--- src/rtl/dmem_arbiter.sv ---
// dmem_arbiter: shares the single-port data memory between the core
// load/store path and a debug/loader port. Core has priority; at most one
// grant per cycle, read data routed back to the granted port one cycle later.
// Optional debug starvation guard: define DMEM_ARB_STARVE_EN.
module dmem_arbiter #(
  parameter int DATA_W     = 32,
  parameter int ADDR_W     = 9,
  parameter int STARVE_MAX = 8
) (
  input  logic              clk,
  input  logic              reset,
  input  logic              core_req,
  input  logic              core_we,
  input  logic [ADDR_W-1:0] core_addr,
  input  logic [DATA_W-1:0] core_wdata,
  output logic              core_gnt,
  output logic              core_rvalid,
  output logic [DATA_W-1:0] core_rdata,
  input  logic              dbg_req,
  input  logic              dbg_we,
  input  logic [ADDR_W-1:0] dbg_addr,
  input  logic [DATA_W-1:0] dbg_wdata,
  output logic              dbg_gnt,
  output logic              dbg_rvalid,
  output logic [DATA_W-1:0] dbg_rdata,
  output logic              mem_wr,
  output logic              mem_rd,
  output logic [ADDR_W-1:0] mem_addr,
  output logic [DATA_W-1:0] mem_wr_data,
  input  logic [DATA_W-1:0] mem_rd_data
);

  // {dbg, core} read granted last cycle
  logic [1:0] rd_pend;
  logic       force_dbg;

`ifdef DMEM_ARB_STARVE_EN
  localparam int CW = $clog2(STARVE_MAX + 1);
  logic [CW-1:0] starve_cnt;

  assign force_dbg = (starve_cnt == CW'(STARVE_MAX)) && core_req && dbg_req;

  // Count consecutive debug losses to the core; saturates at STARVE_MAX
  always_ff @(posedge clk) begin
    if (reset)                                  starve_cnt <= '0;
    else if (dbg_gnt || !dbg_req)               starve_cnt <= '0;
    else if (core_gnt && starve_cnt != CW'(STARVE_MAX))
                                                starve_cnt <= starve_cnt + 1'b1;
  end
`else
  // Strict core priority; STARVE_MAX has no effect in this build
  assign force_dbg = (STARVE_MAX < 0);
`endif

  // Debug wins only when the core is idle or the guard forces it
  assign dbg_gnt  = !reset && dbg_req && (!core_req || force_dbg);
  assign core_gnt = !reset && core_req && !dbg_gnt;

  // Drive the memory command from the winner, zeros when idle
  always_comb begin
    mem_wr      = 1'b0;
    mem_rd      = 1'b0;
    mem_addr    = '0;
    mem_wr_data = '0;
    if (core_gnt) begin
      mem_wr      = core_we;
      mem_rd      = !core_we;
      mem_addr    = core_addr;
      mem_wr_data = core_wdata;
    end else if (dbg_gnt) begin
      mem_wr      = dbg_we;
      mem_rd      = !dbg_we;
      mem_addr    = dbg_addr;
      mem_wr_data = dbg_wdata;
    end
  end

  // Remember which port owns next cycle's read data
  always_ff @(posedge clk) begin
    if (reset) rd_pend <= 2'b00;
    else       rd_pend <= {dbg_gnt && !dbg_we, core_gnt && !core_we};
  end

  // Reset in the response cycle drops the pending read
  assign core_rvalid = rd_pend[0] && !reset;
  assign dbg_rvalid  = rd_pend[1] && !reset;
  assign core_rdata  = core_rvalid ? mem_rd_data : '0;
  assign dbg_rdata   = dbg_rvalid  ? mem_rd_data : '0;

endmodule

--- config.mk ---
export PLATFORM = sky130hd
export DESIGN_NAME = dmem_arbiter
export DESIGN_NICKNAME = d
export VERILOG_FILES = /design/src/rtl/dmem_arbiter.sv
export SDC_FILE = /design/constraint.sdc
export NUM_CORES = 1
export LEC_CHECK = 0
export BUFFER_PORTS_ARGS = -buffer_cell sky130_fd_sc_hd__buf_2
export CAP_MARGIN = 20
export CORE_AREA = 10 10 81 83
export DETAILED_ROUTE_END_ITERATION = 8
export DIE_AREA = 0 0 91 93
export GPL_TIMING_DRIVEN = 0
export PLACE_DENSITY = 0.74
export SYNTH_ARGS = -nofsm -noshare
export SYNTH_HDL_FRONTEND = slang
export SYNTH_SLANG_ARGS = --single-unit
export TNS_END_PERCENT = 30
--- constraint.sdc ---
create_clock -name clk -period 2.6 [get_ports clk]
set_clock_uncertainty 0.15 [all_clocks]
set_input_delay 0.39 -clock clk [delete_from_list [all_inputs] [get_ports clk]]
set_output_delay 0.39 -clock clk [all_outputs]
set_load 0.1 [all_outputs]
==> results of run 1 <==
==> layer usage <==
metal	global-route usage, %	up-vias	part of all wire [%]
met2	28.46	148	50
met3	8.713	8	13
met1	16.09	866	36
met4	3.525	4	0.83
li1	-	990	-
met5	0	-	0.36
==> worst max path at each step <==
| stage | startpoint | end | slack, ns | cells past startpoint |
|---|---|---|---|---|
| 6_report | reset | core_rdata[12] | 0.34 | 5 |
| 5_1_grt | rd_pend[0]$_SDFF_PP0_ | core_rdata[19] | 0.17 | 4 |
| 4_1_cts | reset | core_rdata[9] | 0.28 | 5 |
| 3_5_place_dp | reset | core_rdata[9] | 0.27 | 5 |
| 3_3_place_gp | reset | core_rdata[9] | 0.28 | 5 |
| 2_1_floorplan | reset | core_rdata[22] | 0.12 | 3 |
==> logic make-up after synthesis <==
group                  count (synthesis)  share of synthesized area (%)
DFF                                    2                          3.823
AOI/OAI and AO/OA                     43                          40.98
and+or+nand+nor                       72                          42.77
buffers and inverters                 21                          12.42
==> stage by stage <==
step | area (sq um) | power, mW | util, % | std cells
2_1_floorplan | 1055 | 0.5341 | - | 138
3_3_place_gp | 2293 | 0.6940 | 45.78 | 438
3_5_place_dp | 2293 | 0.6987 | 45.78 | 438
4_1_cts | 2335 | 0.8221 | 46.60 | 441
5_1_grt | 2335 | 0.8481 | 46.60 | 441
6_report | 2335 | 0.8144 | 46.60 | 441
==> synthesized netlist by cell type, drive strengths merged <==
cell type	count
a32o	42
and2	64
and2b	1
buf	13
clkbuf	6
dfxtp	2
inv	2
nand2b	2
nor2	2
nor2b	2
nor3	1
o32ai	1
==> worst max-delay path: cells and delay by family <==
kind | cells | cell delay [ns]
buf+inv | 3 | 0.84
simple gates | 2 | 0.48
==> power groups by stage <==
| stage | logic, mW | registers [mW] | clock network [mW] |
|---|---|---|---|
| after floorplan | 0.502 | 0.0325 | 0 |
| after global placement | 0.662 | 0.0325 | 0 |
| after detailed placement | 0.666 | 0.0325 | 0 |
| after CTS | 0.667 | 0.0321 | 0.123 |
| after global routing | 0.693 | 0.0322 | 0.123 |
| final | 0.663 | 0.0321 | 0.120 |
==> layout make-up <==
type                       instances  area [sq um]
tap                               70         87.58
timing repair buffer             230          1151
clock buffer                       3         41.29
fill                             548          2675
multi-input combinational        115         884.6
inverter                           2         7.507
sequential                         2         40.04
buffer                            19         122.6
==> reports/metrics.cfg, run 1 <==
[outcome]
outcome=finished, final reports clean

[floorplan]
core_sq_um=5010
design.portCount=231
row_count=26
start_util_pct=20.90
dieArea_sq_um=8463
die_w_um=91
die_h_um=93

[worst_setup_path]
required_ns=2.06
crit_fanout=10
cp-start-kind=input pin
path_common_cell=buf_2
crit_slowest_cell=buf_2
path_cells=buf_2 -> nor2b_1 -> clkbuf_1 -> and2_1 -> buf_2
cpPeakStageDelay_ns=0.42
cp-end-kind=output pin
cp.arrival_ns=1.72
crit_type=in -> out

[synthesis]
syn_area_sq_um=1047
synth_area_leaders=a32o_1 (40%), and2_1 (38%), buf_6 (4.3%), dfxtp_1 (3.8%), buf_4 (2.9%)
synth_top_cell_by_area=a32o_1
synth.distinct_cells=15
syn_nets=258
ys_ff_latch=2
syn_area_per_cell_sq_um=7.589
yosys_warnings=0
syn_inst=138
ys_seq_area_share_pct=3.823
synthDominantCellAreaShare_pct=40.14

[power]
p_switching_mw=0.5352
seqPwrFrac_pct=3.9
p_clk_share_pct=14.7
p_per_area_nw_per_um2=348.8
p_sw_share_pct=65.72
intPower_mw=0.2792
p_comb_share_pct=81.4
leakage_nw=1.486
vdd_drop_max_mv=0.2405

[routing]
routed_wl_um=7602
drc=0
vias=2016
post_drt_via_cell_ratio=4.571
ant_nets=0
wl_per_cell_um=17.24
drtPass1Iterations=4
drt_iter0_markers=71

[place]
port-buffer-count=230
dp_slack_ns=0.2742
routabilityCongestion=0.7781
place_hpwl_um=6890

[clock_network]
post_cts_resized=0
clk_pin_slew_ns=0.03
cts_buffer_depth=2
holdBufCountCts=0
postCtsSetupBuffers=0
cts_tree=yes
cts_sinks=2
root_buffer=clkbuf_8
numCtsBuffers=3
cts.htree.levels=1

[final_layout]
diodes=0
top_register=rd_pend
largest_reg_flops=2
reg.largest.list=rd_pend (2)
syn_to_final_growth_pct=122.9
layout_commonest_cell=buf_2
fin_nets=493
final_cell_mix=buf_2 (235), and2_1 (64), a32o_1 (42)
drive_gt1_share_pct=67.39

[global_routing]
grt_max_degree=11
gr-usage-all-layers_pct=15.95
grt_pass1_vias=2136
grt_pass1_wl_um=11360
antenna_found_initial=2
grt-ovfl-total=0

[flow_run]
cap_violations=0

[min_path]
min_delay_path_depth=2
min_to=rd_pend[0]$_SDFF_PP0_
min_path_type=in -> reg
hold_start=core_we

[timing]
setup_tns_ns=0
slew_headroom_pct=65.97
hold-worst-slack_ns=0.2360
setup_viol=0
fin_crit_sh_pct=87.02
fin_crit_ns=2.262
worst_slack_ns=0.3376
rsz0062_at_grt=no
maxSlewViolCount=0
hold_viol=0
maxClockFrequency_mhz=442.0
worst_pin_slew_ns=0.5140

(Power assumes the default switching activity.)
==> run 2: changes to the inputs <==
==> constraint.sdc (replaced) <==
create_clock -name clk -period 2.6 [get_ports clk]
set_clock_uncertainty 0.15 [all_clocks]
set_input_delay 0 -clock clk [delete_from_list [all_inputs] [get_ports clk]]
set_output_delay 0 -clock clk [all_outputs]
set_load 0.1 [all_outputs]
==> reports/metrics.cfg, run 2 (same netlist as run 1, synthesis figures left out) <==
[clock_network]
cts_tree=yes
post_cts_resized=0
cts_sinks=2
numCtsBuffers=3
cts.htree.levels=1
clk_pin_slew_ns=0.03
cts_buffer_depth=2
root_buffer=clkbuf_8

[final_layout]
reg.largest.list=rd_pend (2)
drive_gt1_share_pct=66.67
fin_util_pct=47.40
stdcell_count=445
layout_commonest_cell=buf_2
largest_reg_flops=2
top_register=rd_pend
diodes=0
syn_to_final_growth_pct=126.8
fin_nets=497
final_cell_mix=buf_2 (235), and2_1 (64), a32o_1 (42)

[timing]
slew_headroom_pct=65.97
hold_viol=0
fin_crit_ns=1.878
maxClockFrequency_mhz=532.4
setup_viol=0
maxSlewViolCount=0
setup_tns_ns=0
worst_pin_slew_ns=0.5140
rsz0062_at_grt=no
fin_crit_sh_pct=72.24

[global_routing]
antenna_found_initial=2
gr-usage-all-layers_pct=16.00
grt_pass1_vias=2158
grt-ovfl-total=0
grt_pass1_wl_um=11400
grt_max_degree=11

[power]
p_per_area_nw_per_um2=344.1
leakage_nw=1.507
power.total_mw=0.8171
vdd_drop_max_mv=0.2405

[worst_setup_path]
crit_fanout=10
cpPeakStageDelay_ns=0.42
required_ns=2.45
cp-start-kind=register
cp-end-kind=output pin
cp_top_family=buffers and inverters
path_cells=nor2b_1 -> clkbuf_1 -> and2_1 -> buf_2
crit_type=reg -> out
cp.arrival_ns=1.73
path_buf_inv=2
crit_slowest_cell=buf_2

[routing]
routed_wl_um=7604
drt_iter0_markers=72
post_drt_via_cell_ratio=4.564
drc=0
wl_per_cell_um=17.09
drtPass1Iterations=4
vias=2031
ant_nets=0

[floorplan]
core_sq_um=5010
start_util_pct=20.90
die_w_um=91
die_h_um=93
dieArea_sq_um=8463
row_count=26
design.portCount=231

[place]
place_hpwl_um=6890
port-buffer-count=230
place_inst=438
routabilityCongestion=0.7781

[flow_run]
cap_violations=0

[outcome]
outcome=finished, final reports clean

[min_path]
min_path_type=in -> out

-- run 2: cell types whose count changed in the layout (fill, tap and decap cells not counted), sizes merged --
| cell | change |
|---|---|
| dlygate4sd3 | +4 |
-- run 2: what timing repair did --
item                       in CTS  in global routing
setup endpoints to repair       0                  0
hold buffers                    4                  0
hold endpoints to repair        2                  0
setup buffers                   0                  0
-- run 2: final timing paths --
check	endpoint	slack [ns]	from	depth (start not counted)
setup / recovery	core_rdata[12]	0.72	rd_pend[0]$_SDFF_PP0_	4
hold / removal	dbg_gnt	0.35	core_req	3
-- run 2: per-layer routing --
| layer | global-route usage [%] | part of all wire [%] | wire [um] | up-vias |
|---|---|---|---|---|
| met3 | 8.633 | 13 | 1013 | 8 |
| met5 | 0 | 0.36 | 27 | - |
| met1 | 16.13 | 36 | 2720 | 873 |
| met4 | 3.525 | 0.83 | 63 | 4 |
| li1 | - | - | - | 998 |
| met2 | 28.64 | 50 | 3779 | 148 |
-- run 2: layout make-up --
type | instances | area [sq um]
tap | 70 | 87.58
sequential | 2 | 40.04
multi-input combinational | 115 | 884.6
inverter | 2 | 7.507
buffer | 19 | 122.6
timing repair buffer | 234 | 1191
fill | 546 | 2635
clock buffer | 3 | 41.29
-- run 2: through the flow --
| stage | hold slack, ns | setup slack, ns | cell area, sq um |
|---|---|---|---|
| 2_1_floorplan | -0.07762 | 0.5935 | 1055 |
| 3_3_place_gp | 0.05960 | 0.8869 | 2293 |
| 3_5_place_dp | 0.05756 | 0.8871 | 2293 |
| 4_1_cts | 0.3512 | 0.6697 | 2375 |
| 5_1_grt | 0.3656 | 0.5490 | 2375 |
| 6_report | 0.3484 | 0.7219 | 2375 |
-- run 2: report_power, final --
group          internal (mW)  switching, mW  total [mW]  leakage (nW)
clock                 0.0976         0.0210       0.119        0.0216
combinational          0.153          0.514       0.666          1.47
sequential            0.0320       0.000211      0.0322        0.0164
==> run 3: changes to the inputs <==
- ABC_AREA: unset -> 1
- CORE_AREA: 10 10 81 83 -> unset
- CORE_MARGIN: unset -> 10
- CORE_UTILIZATION: unset -> 23
- DIE_AREA: 0 0 91 93 -> unset
- PLACE_DENSITY: 0.74 -> 0.78
- clock period: 2.6 -> 1.6 ns (I/O delays scaled with it)
==> reports/metrics.cfg, run 3 <==
[place]
place_hpwl_um=6943
routabilityCongestion=0.8449
placed_cell_area_sq_um=2404
place_inst=557
port-buffer-count=230
dp_slack_ns=0.2409

[final_layout]
fin_nets=617
fin_area_sq_um=2492
largest_reg_flops=2
stdcell_count=562
final_cell_mix=buf_2 (230), nand2_1 (78), nor2_1 (64)
top_register=rd_pend
drive_gt1_share_pct=53.74
diodes=0
syn_to_final_growth_pct=113.3
layout_commonest_cell=buf_2
reg.largest.list=rd_pend (2)

[worst_setup_path]
cp_top_family=buffers and inverters
path_common_cell=buf_2
crit_slowest_cell=buf_2
crit_type=reg -> out
path_depth=4
cp-end-kind=output pin
cp-start-kind=register
path_buf_inv=2
worstSetupEndpoint=dbg_rdata[6]
cpPeakStageDelay_ns=0.44
path_cells=nand2_2 -> buf_2 -> nor2_1 -> buf_2
crit_fanout=10
crit_start=rd_pend[1]$_SDFF_PP0_
required_ns=1.45
cp.arrival_ns=1.36

[timing]
setup_tns_ns=0
hold_viol=0
maxSlewViolCount=0
fin_crit_ns=1.511
maxClockFrequency_mhz=661.8
fin_crit_sh_pct=94.45
worst_slack_ns=0.08886
setup_viol=0
worst_pin_slew_ns=0.5144
slew_headroom_pct=65.94

[floorplan]
start_util_pct=24.26
die_h_um=91.28
dieArea_sq_um=8332
row_count=25
die_w_um=91.28
core_sq_um=4817
design.portCount=231

[clock_network]
cts_sinks=2
cts_buffer_depth=2
postCtsSetupBuffers=0
cts_tree=yes
numCtsBuffers=3
clk_pin_slew_ns=0.03
cts.htree.levels=1
root_buffer=clkbuf_8

[global_routing]
grt_pass1_wl_um=11920
grtUsageMet1_pct=16.56
grt-ovfl-total=0
grt_max_degree=11
grt_use_met2_pct=31.44
busiest_layer=met2
use_met3_pct=7.490
grt_pass1_vias=2449
gr-usage-all-layers_pct=16.84
antenna_found_initial=0

[power]
leakage_nw=1.932
intPower_mw=0.4429
vdd_drop_max_mv=0.3406
power.total_mw=1.348
p_per_area_nw_per_um2=540.7
seqPwrFrac_pct=3.9
p_clk_share_pct=14.4
p_switching_mw=0.9048
p_sw_share_pct=67.14
p_comb_share_pct=81.7

[synthesis]
ys_async_sr_fraction_pct=0
syn_area_sq_um=1169
ys_seq_area_share_pct=3.426
synth-edff-count=0
ys_ff_latch=2
yosys_warnings=0
syn_inst=260
synthDominantCellAreaShare_pct=25.05
synth_top_cell_by_area=nand2_1
syn_nets=380
synthTopCellsByCount=nand2_1 (78), nor2_1 (64), nand3_1 (43), inv_1 (40)
syn_area_per_cell_sq_um=4.495
synth.distinct_cells=12
synth_area_leaders=nand2_1 (25%), nor2_1 (21%), nand3_1 (18%), inv_1 (13%), nand2_2 (5.9%)
synth_most_common_cell=nand2_1
synth_ff_type=dfxtp_1

[routing]
vias=2340
ant_nets=0
post_drt_via_cell_ratio=4.164
drt_iter0_markers=27
routed_wl_um=7755
drtPass1Iterations=4
wl_per_cell_um=13.80
drc=0

[min_path]
min_path_type=in -> reg

[flow_run]
cap_violations=0

[outcome]
outcome=finished, final reports clean

[run 3: changes by cell type after synthesis, sizes merged]
cell | before | now
a32o | 42 | 0
and2 | 64 | 0
and2b | 1 | 0
buf | 13 | 18
clkbuf | 6 | 0
inv | 2 | 42
nand2 | 0 | 89
nand2b | 2 | 0
nand3 | 0 | 43
nor2 | 2 | 66
nor2b | 2 | 0
nor3 | 1 | 0
o32ai | 1 | 0
[run 3: worst min-delay path by stage]
stage | start | end | slack (ns) | depth (start not counted)
3_5_place_dp | core_we | rd_pend[0]$_SDFF_PP0_ | 0.13 | 4
5_1_grt | core_req | rd_pend[1]$_SDFF_PP0_ | 0.05 | 4
2_1_floorplan | core_we | rd_pend[0]$_SDFF_PP0_ | 0.004 | 3
6_report | core_req | rd_pend[1]$_SDFF_PP0_ | 0.002 | 4
3_3_place_gp | core_we | rd_pend[0]$_SDFF_PP0_ | 0.14 | 4
4_1_cts | core_req | rd_pend[1]$_SDFF_PP0_ | 0.01 | 4
[run 3: final cells by class]
| class | instances | area (sq um) |
|---|---|---|
| Tap cell | 67 | 83.83 |
| Fill cell | 524 | 2325 |
| Clock buffer | 3 | 41.29 |
| Multi-Input combinational cell | 198 | 839.6 |
| Buffer | 18 | 131.4 |
| Inverter | 42 | 157.7 |
| Timing Repair Buffer | 232 | 1199 |
| Sequential cell | 2 | 40.04 |
[run 3: through the flow]
step	utilization [%]	hold WS [ns]
finish	51.74	0.002069
global route	51.74	0.04657
CTS	51.17	0.009765
detailed placement	49.90	0.1312
global placement	49.90	0.1382
floorplan	-	0.003764
[run 3: layer usage]
| metal | routed length (um) | vias to the layer above | share of wire [%] |
|---|---|---|---|
| met4 | 111 | 0 | 1.4 |
| met1 | 2791 | 951 | 36 |
| met2 | 3978 | 144 | 51 |
| met3 | 873 | 8 | 11 |
| li1 | - | 1237 | - |
| met5 | 0 | - | 0 |
[run 3: power by group through the flow]
stage / Clock, mW / Sequential (mW) / Combinational, mW
CTS: 0.203 / 0.0526 / 1.10
floorplan: 0 / 0.0532 / 0.831
global route: 0.202 / 0.0529 / 1.16
global placement: 0 / 0.0532 / 1.09
finish: 0.194 / 0.0526 / 1.10
detailed placement: 0 / 0.0532 / 1.10
[run 3: cell families after synthesis]
| logic type | count (synthesis) | synth area share (%) |
|---|---|---|
| buffers and inverters | 60 | 24.73 |
| flip-flops | 2 | 3.426 |
| AND/OR/NAND/NOR | 198 | 71.84 |
[run 3: repair_timing]
action                     CTS  global route
hold buffers                 2             0
resized for setup            0            11
hold endpoints to repair     2             0
setup endpoints to repair    0            11
